**src/rtl/pipe_ctrl_pkg.sv**
```systemverilog
// Shared types and select codes for the pipeline forwarding/hazard control slice.
package pipe_ctrl_pkg;

  localparam int REG_ADDR_W_DEF = 5;

  localparam logic [1:0] FWD_REG   = 2'b00;
  localparam logic [1:0] FWD_EXMEM = 2'b01;
  localparam logic [1:0] FWD_MEMWB = 2'b10;
  localparam logic [1:0] FWD_RSVD  = 2'b11;

  typedef struct packed {
    logic                      valid;
    logic [REG_ADDR_W_DEF-1:0] rd;
    logic                      regwrite;
    logic                      memread;
  } shadow_ent_t;

  localparam shadow_ent_t BUBBLE = '0;

  // Register 0 is hard-wired, so a write to it can never feed a consumer.
  function automatic logic ent_match(input shadow_ent_t ent,
                                     input logic [REG_ADDR_W_DEF-1:0] src,
                                     input logic use_src,
                                     input logic id_valid);
    return use_src && id_valid && ent.valid && ent.regwrite &&
           (ent.rd == src) && (src != '0);
  endfunction

endpackage

```
**src/rtl/fwd_hazard_ctrl_if.sv**
```systemverilog
// ID-side inputs and datapath control outputs of the forwarding/hazard controller.
interface fwd_hazard_ctrl_if #(
  parameter int REG_ADDR_W = 5,
  parameter int CNT_W      = 16
);
  logic                  id_valid;
  logic [REG_ADDR_W-1:0] id_rs;
  logic [REG_ADDR_W-1:0] id_rt;
  logic                  id_use_rs;
  logic                  id_use_rt;
  logic [REG_ADDR_W-1:0] id_rd;
  logic                  id_regwrite;
  logic                  id_memread;
  logic                  flush;
  logic                  ext_stall;

  logic [1:0]            fwd_a_sel;
  logic [1:0]            fwd_b_sel;
  logic                  pc_write;
  logic                  ifid_write;
  logic                  idex_bubble;
  logic                  load_use_stall;
  logic [CNT_W-1:0]      stall_count;

  modport master (
    output id_valid, id_rs, id_rt, id_use_rs, id_use_rt, id_rd,
           id_regwrite, id_memread, flush, ext_stall,
    input  fwd_a_sel, fwd_b_sel, pc_write, ifid_write, idex_bubble,
           load_use_stall, stall_count
  );

  modport slave (
    input  id_valid, id_rs, id_rt, id_use_rs, id_use_rt, id_rd,
           id_regwrite, id_memread, flush, ext_stall,
    output fwd_a_sel, fwd_b_sel, pc_write, ifid_write, idex_bubble,
           load_use_stall, stall_count
  );
endinterface

```
**src/rtl/fwd_sel_calc.sv**
```systemverilog
// Per-operand forward select: nearest in-flight writer wins; flags a hit on an EX load.
module fwd_sel_calc
  import pipe_ctrl_pkg::*;
#(
  parameter int REG_ADDR_W = 5
) (
  input  logic                  id_valid,
  input  logic [REG_ADDR_W-1:0] src,
  input  logic                  use_src,
  input  shadow_ent_t           ex_ent,
  input  shadow_ent_t           mem_ent,
  output logic [1:0]            sel,
  output logic                  load_hit
);

  logic ex_match;
  logic mem_match;
  logic unused_mem_ld;

  assign ex_match      = ent_match(ex_ent, src, use_src, id_valid);
  assign mem_match     = ent_match(mem_ent, src, use_src, id_valid);
  assign unused_mem_ld = mem_ent.memread;

  always_comb begin
    sel      = FWD_REG;
    load_hit = 1'b0;
    if (ex_match) begin
      sel      = FWD_EXMEM;
      load_hit = ex_ent.memread;
    end else if (mem_match) begin
      sel      = FWD_MEMWB;
    end
  end

endmodule

```
**src/rtl/fwd_hazard_ctrl.sv**
```systemverilog
// Forwarding and hazard controller: shadow EX/MEM/WB destination pipe, operand
// forward selects, load-use stall, flush bubble and external freeze handling.
module fwd_hazard_ctrl
  import pipe_ctrl_pkg::*;
#(
  parameter int REG_ADDR_W = 5,
  parameter int CNT_W      = 16
) (
  input logic               clk,
  input logic               rst,
  fwd_hazard_ctrl_if.slave  bus
);

  shadow_ent_t      id_ent_p0;
  shadow_ent_t      ex_ent_p1;
  shadow_ent_t      mem_ent_p2;
  shadow_ent_t      wb_ent_p3;
  logic [1:0]       sel_a_p0;
  logic [1:0]       sel_b_p0;
  logic             load_hit_a;
  logic             load_hit_b;
  logic [1:0]       fwd_a_sel_p1;
  logic [1:0]       fwd_b_sel_p1;
  logic [CNT_W-1:0] stall_count_p1;
  logic             load_use_stall;
  logic             pc_write;
  logic             ifid_write;
  logic             idex_bubble;
  logic             unused_wb;

  function automatic logic [CNT_W-1:0] sat_inc(input logic [CNT_W-1:0] c);
    return (&c) ? c : c + CNT_W'(1);
  endfunction

  // ---- p0: ID evaluation against the in-flight EX/MEM writers ----
  always_comb begin
    id_ent_p0          = BUBBLE;
    id_ent_p0.valid    = bus.id_valid;
    id_ent_p0.rd       = bus.id_rd;
    id_ent_p0.regwrite = bus.id_regwrite;
    id_ent_p0.memread  = bus.id_memread;
  end

  fwd_sel_calc #(.REG_ADDR_W(REG_ADDR_W)) u_sel_a (
    .id_valid (bus.id_valid),
    .src      (bus.id_rs),
    .use_src  (bus.id_use_rs),
    .ex_ent   (ex_ent_p1),
    .mem_ent  (mem_ent_p2),
    .sel      (sel_a_p0),
    .load_hit (load_hit_a)
  );

  fwd_sel_calc #(.REG_ADDR_W(REG_ADDR_W)) u_sel_b (
    .id_valid (bus.id_valid),
    .src      (bus.id_rt),
    .use_src  (bus.id_use_rt),
    .ex_ent   (ex_ent_p1),
    .mem_ent  (mem_ent_p2),
    .sel      (sel_b_p0),
    .load_hit (load_hit_b)
  );

  // A taken branch kills the dependent instruction, so there is nothing to stall for.
  assign load_use_stall = (load_hit_a | load_hit_b) & ~bus.flush;

  always_comb begin
    pc_write    = 1'b1;
    ifid_write  = 1'b1;
    idex_bubble = 1'b0;
    if (bus.ext_stall) begin
      pc_write    = 1'b0;
      ifid_write  = 1'b0;
    end else if (bus.flush) begin
      idex_bubble = 1'b1;
    end else if (load_use_stall) begin
      pc_write    = 1'b0;
      ifid_write  = 1'b0;
      idex_bubble = 1'b1;
    end
  end

  // ---- p1..p3: shadow pipe advance, registered selects, stall counter ----
  always_ff @(posedge clk) begin
    if (rst) begin
      ex_ent_p1      <= BUBBLE;
      mem_ent_p2     <= BUBBLE;
      wb_ent_p3      <= BUBBLE;
      fwd_a_sel_p1   <= FWD_REG;
      fwd_b_sel_p1   <= FWD_REG;
      stall_count_p1 <= '0;
    end else if (!bus.ext_stall) begin
      wb_ent_p3    <= mem_ent_p2;
      mem_ent_p2   <= ex_ent_p1;
      ex_ent_p1    <= idex_bubble ? BUBBLE  : id_ent_p0;
      fwd_a_sel_p1 <= idex_bubble ? FWD_REG : sel_a_p0;
      fwd_b_sel_p1 <= idex_bubble ? FWD_REG : sel_b_p0;
      if (load_use_stall) begin
        stall_count_p1 <= sat_inc(stall_count_p1);
      end
    end
  end

  // The WB entry retires the writer; no consumer here needs its fields.
  assign unused_wb = ^wb_ent_p3;

  assign bus.fwd_a_sel      = fwd_a_sel_p1;
  assign bus.fwd_b_sel      = fwd_b_sel_p1;
  assign bus.pc_write       = pc_write;
  assign bus.ifid_write     = ifid_write;
  assign bus.idex_bubble    = idex_bubble;
  assign bus.load_use_stall = load_use_stall;
  assign bus.stall_count    = stall_count_p1;

endmodule

```
**src/flat_wrapper.sv**
```systemverilog
// flat-port wrapper written by rule: the top's interface ports become plain ports
module fwd_hazard_ctrl_flat import pipe_ctrl_pkg::*;
#(
  parameter int REG_ADDR_W = 5,
  parameter int CNT_W      = 16
)
  (clk, rst, bus_id_valid, bus_id_rs, bus_id_rt, bus_id_use_rs, bus_id_use_rt, bus_id_rd, bus_id_regwrite, bus_id_memread, bus_flush, bus_ext_stall, bus_fwd_a_sel, bus_fwd_b_sel, bus_pc_write, bus_ifid_write, bus_idex_bubble, bus_load_use_stall, bus_stall_count);
  fwd_hazard_ctrl_if #(.REG_ADDR_W(REG_ADDR_W), .CNT_W(CNT_W)) bus_i ();
  input logic clk;
  input logic rst;
  input wire logic [$bits(bus_i.id_valid)-1:0] bus_id_valid;
  input wire logic [$bits(bus_i.id_rs)-1:0] bus_id_rs;
  input wire logic [$bits(bus_i.id_rt)-1:0] bus_id_rt;
  input wire logic [$bits(bus_i.id_use_rs)-1:0] bus_id_use_rs;
  input wire logic [$bits(bus_i.id_use_rt)-1:0] bus_id_use_rt;
  input wire logic [$bits(bus_i.id_rd)-1:0] bus_id_rd;
  input wire logic [$bits(bus_i.id_regwrite)-1:0] bus_id_regwrite;
  input wire logic [$bits(bus_i.id_memread)-1:0] bus_id_memread;
  input wire logic [$bits(bus_i.flush)-1:0] bus_flush;
  input wire logic [$bits(bus_i.ext_stall)-1:0] bus_ext_stall;
  output wire logic [$bits(bus_i.fwd_a_sel)-1:0] bus_fwd_a_sel;
  output wire logic [$bits(bus_i.fwd_b_sel)-1:0] bus_fwd_b_sel;
  output wire logic [$bits(bus_i.pc_write)-1:0] bus_pc_write;
  output wire logic [$bits(bus_i.ifid_write)-1:0] bus_ifid_write;
  output wire logic [$bits(bus_i.idex_bubble)-1:0] bus_idex_bubble;
  output wire logic [$bits(bus_i.load_use_stall)-1:0] bus_load_use_stall;
  output wire logic [$bits(bus_i.stall_count)-1:0] bus_stall_count;
  assign bus_i.id_valid = bus_id_valid;
  assign bus_i.id_rs = bus_id_rs;
  assign bus_i.id_rt = bus_id_rt;
  assign bus_i.id_use_rs = bus_id_use_rs;
  assign bus_i.id_use_rt = bus_id_use_rt;
  assign bus_i.id_rd = bus_id_rd;
  assign bus_i.id_regwrite = bus_id_regwrite;
  assign bus_i.id_memread = bus_id_memread;
  assign bus_i.flush = bus_flush;
  assign bus_i.ext_stall = bus_ext_stall;
  assign bus_fwd_a_sel = bus_i.fwd_a_sel;
  assign bus_fwd_b_sel = bus_i.fwd_b_sel;
  assign bus_pc_write = bus_i.pc_write;
  assign bus_ifid_write = bus_i.ifid_write;
  assign bus_idex_bubble = bus_i.idex_bubble;
  assign bus_load_use_stall = bus_i.load_use_stall;
  assign bus_stall_count = bus_i.stall_count;
  fwd_hazard_ctrl #(.REG_ADDR_W(REG_ADDR_W), .CNT_W(CNT_W)) u_core (.clk(clk), .rst(rst), .bus(bus_i));
endmodule
```
**config.mk**
```make
export PLATFORM = sky130hd
export DESIGN_NAME = fwd_hazard_ctrl_flat
export DESIGN_NICKNAME = d
export VERILOG_FILES = /design/src/rtl/pipe_ctrl_pkg.sv /design/src/rtl/fwd_hazard_ctrl_if.sv /design/src/rtl/fwd_sel_calc.sv /design/src/rtl/fwd_hazard_ctrl.sv /design/src/flat_wrapper.sv
export SDC_FILE = /design/constraint.sdc
export NUM_CORES = 1
export LEC_CHECK = 0
export ABC_CLOCK_PERIOD_IN_PS = 2900
export CORE_UTILIZATION = 40
export DETAILED_ROUTE_END_ITERATION = 12
export PLACE_DENSITY_LB_ADDON = 0.15
export SYNTH_ARGS = -nofsm -noshare
export SYNTH_HDL_FRONTEND = slang
export SYNTH_SLANG_ARGS = --single-unit
```
**constraint.sdc**
```tcl
create_clock -name clk -period 2.9 [get_ports clk]
set_clock_uncertainty 0.2 [all_clocks]
set_input_delay 0.29 -clock clk [delete_from_list [all_inputs] [get_ports clk]]
set_output_delay 0.29 -clock clk [all_outputs]
set_load 0.03 [all_outputs]
```
==> impl_metrics.toml <==
[logic_synthesis]
synthCells = 199
ys_ff_latch = 35
synthesis.area_sq_um = 1778
syn_avg_cell_area_sq_um = 8.934
synth.net_count = 224
yosysSeqAreaShare_pct = 39.41
yosys.cell_types.count = 32
yosys_warnings = 0

[global_routing]
antenna_found_initial = 0
use_met1_pct = 24.28
grt_start_max_net_pins = 36
grt_pass1_wl_um = 6251
grt.overflow.total = 0
met2_usage_pct = 28.06
gr-usage-all-layers_pct = 18.00
grt_pass1_vias = 1359
gr-usage-met3_pct = 3.947
gr-max-usage-layer = "met2"

[setup_path]
crit_path_cell_trace = "clkdlybuf4s50_1 > or4_1 > o211ai_2 > nor4_4 > o21ai_1 > nor2_1 > dlygate4sd2_1"
ff2ff_path_depth = 8
path_delay_family = "buffers and inverters"
r2r-end = "u_core.bus.stall_count[15]"
max_stage_delay_ps = 540
r2r_slack_ps = 500
path_max_fanout = 3
crit_type = "in -> out"
reg2reg_from = "u_core.ex_ent_p1[3]"
critPathBufInv = 2
worstPathRequired_ps = 2410
cp-start-kind = "input pin"
slowest_stage = "or4_1"
crit_path_end_kind = "output port"
arrival_ps = 2200

[routing]
routed_wl_um = 3897
drtPass1Iterations = 4
drc = 0
routed-via-count = 1598
ant_nets = 0
drt_iter0_drc = 71
wl_per_cell_um = 12.69
vias_per_cell = 5.205

[timing]
period_needed_ps = 2692
final_hold_viol_count = 0
slew_violations = 0
fin_setup_tns_ps = 0
fmax_mhz = 371.4
rsz0062_at_grt = "no"
slew_headroom_pct = 76.16
whs_ps = 294.4
fin_crit_sh_pct = 92.84
setup_violations = 0
worst_slew_pin_slew_ps = 357.6

[floorplanning]
core-area_sq_um = 4144
start_util_pct = 42.90
die-area_sq_um = 4716
fp.dieH_um = 68.67
die_width_um = 68.67
core.rowCount = 23
pin_count = 48

[placement]
hpwl_um = 2880
dpl_cell_area_sq_um = 2375
gp_congestion = 0.8307
io_buffer_count = 47

[finish]
register_area_sq_um = 700.7
fillers = 402
num-nets-final = 283
design_area_sq_um = 2446
area_growth_pct = 37.58
diodes = 0
final_layout_size_suffix_gt1_share_pct = 11.67
multi_input_area_sq_um = 997.2

[worst_hold_path]
holdPathStages = 2
hold_path_end = "u_core.mem_ent_p2[1]"
hold_path_class = "reg -> reg"
min_from = "u_core.mem_ent_p2[1]"

[status]
run_status = "completed"

[clock_network]
clock_tree.root_cell = "clkbuf_8"
postCtsSetupBuffers = 0
clkLatencyLatePin_ps = 270
ctsHtreeMaxLevel = 2
cts_tree = "built"
ctsLongestPathBuffers = 2
path_clk_slew_ps = 60
cts_sinks = 35
cts_buffers = 5

[power_and_ir_drop]
cellPowerDensity_nw_per_um2 = 382.0
peakVddDrop_uv = 310.3
leakage_nw = 0.8624

[flow_run]
cap_violations = 0
[cell families after synthesis]
group                      share of synthesized area [%]
adders and majority gates                         0.7036
buffers and inverters                              4.503
muxes                                              10.13
AOI/OAI and AO/OA                                  12.10
xor gates and xnor gates                           10.35
and+or+nand+nor                                    22.80
DFF                                                39.41
[state kept, by name, summed over array words and instances, names as in the netlist]
name and flops:
u_core.bus.fwd_a_sel 2, u_core.bus.stall_count 16, u_core.ex_ent_p1 8, u_core.mem_ent_p2 7
u_core.bus.fwd_b_sel 2
[final cells by class]
cell class / count / share of cell area (%)
Sequential cell: 35 / 28.64
Inverter: 5 / 0.7673
Clock buffer: 6 / 2.967
Tap cell: 50 / 2.558
Timing Repair Buffer: 63 / 24.30
Multi-Input combinational cell: 148 / 40.77
[cell usage after synthesis]
cell type	count	area [sq um]
nand4_1	7	43.79
or4_1	4	30.03
ha_1	1	12.51
o211ai_1	1	7.510
xnor2_1	18	157.7
o211ai_2	2	25.02
nand3_1	6	30.03
buf_6	1	11.26
o21ai_0	12	60.06
nor4_2	1	12.51
a21oi_1	16	80.08
nor2_1	14	52.55
nand2_1	6	22.52
mux2i_1	18	180.2
inv_1	5	18.77
or2_2	1	6.260
buf_1	1	3.750
nor4_4	1	21.27
and2_1	1	6.260
or3_1	14	87.58
dfxtp_1	35	700.7
nor4_1	3	18.77
xor2_1	3	26.28
buf_4	3	22.52
and3b_1	1	8.760
a311oi_1	1	8.760
o21ba_2	1	10.01
nor3_1	13	65.06
clkbuf_1	5	18.77
o31a_1	1	8.760
o31ai_1	2	15.01
buf_2	1	5.000
[per-layer routing]
| metal | vias to the layer above | wire, um |
|---|---|---|
| met5 | - | 0 |
| met4 | 0 | 21 |
| met3 | 2 | 143 |
| met2 | 26 | 1727 |
| met1 | 732 | 2004 |
| li1 | 838 | - |
[report_power, final]
group          total, W  leakage (nW)  internal (W)  switching, W
clock          0.000313        0.0371      0.000160      0.000153
combinational  0.000123         0.542     0.0000701     0.0000531
sequential     0.000498         0.283      0.000489    0.00000913
[worst register-to-register path, stage by stage, from the launching register on]
cell and delay, ps:
dfxtp_1 430, xnor2_1 160, nand4_1 170, nor4_2 280, buf_4 180, o211ai_2 100
buf_12 180, or4_1 500, a21oi_1 140
[cells in the final DEF, fill, tap and decap left out, types with 2 or more instances in the layout]
cell type	count
inv_1	5
buf_4	18
xor2_1	3
or4_1	4
nand3_1	6
a21oi_1	16
or3_1	14
nand2_1	6
nor4_1	3
mux2i_1	18
clkbuf_8	5
o211ai_2	2
o21ai_0	11
nor2_1	14
dfxtp_1	35
nor3_1	13
nand4_1	7
xnor2_1	18
clkdlybuf4s50_1	43
o31ai_1	2
[worst max path at each step]
stage,startpoint,to,cells after the start
after global routing,bus_id_rt[2],bus_ifid_write,8
after floorplan,bus_id_rs[1],bus_pc_write,7
final,bus_id_rs[2],bus_load_use_stall,7
after CTS,bus_id_rs[2],bus_load_use_stall,7
after detailed placement,bus_id_rs[2],bus_load_use_stall,7
after global placement,bus_id_rs[2],bus_load_use_stall,7
[stage by stage]
step | utilization (%) | setup WS [ps] | total power, W | std cells
2_1_floorplan | - | 161.8 | 0.0005696 | 199
3_5_place_dp | 57.31 | -109.5 | 0.0006326 | 301
4_1_cts | 59.03 | 122.3 | 0.0009450 | 307
6_report | 59.03 | 207.8 | 0.0009344 | 307
3_3_place_gp | 57.31 | -116.6 | 0.0006324 | 301
5_1_grt | 59.03 | 78.43 | 0.0009815 | 307
[repair_timing]
action,CTS,global route
hold buffers,0,0
pin swaps,0,0
endpoints found under the setup margin,1,3
resized for setup,1,1
(Power assumes the default switching activity.)
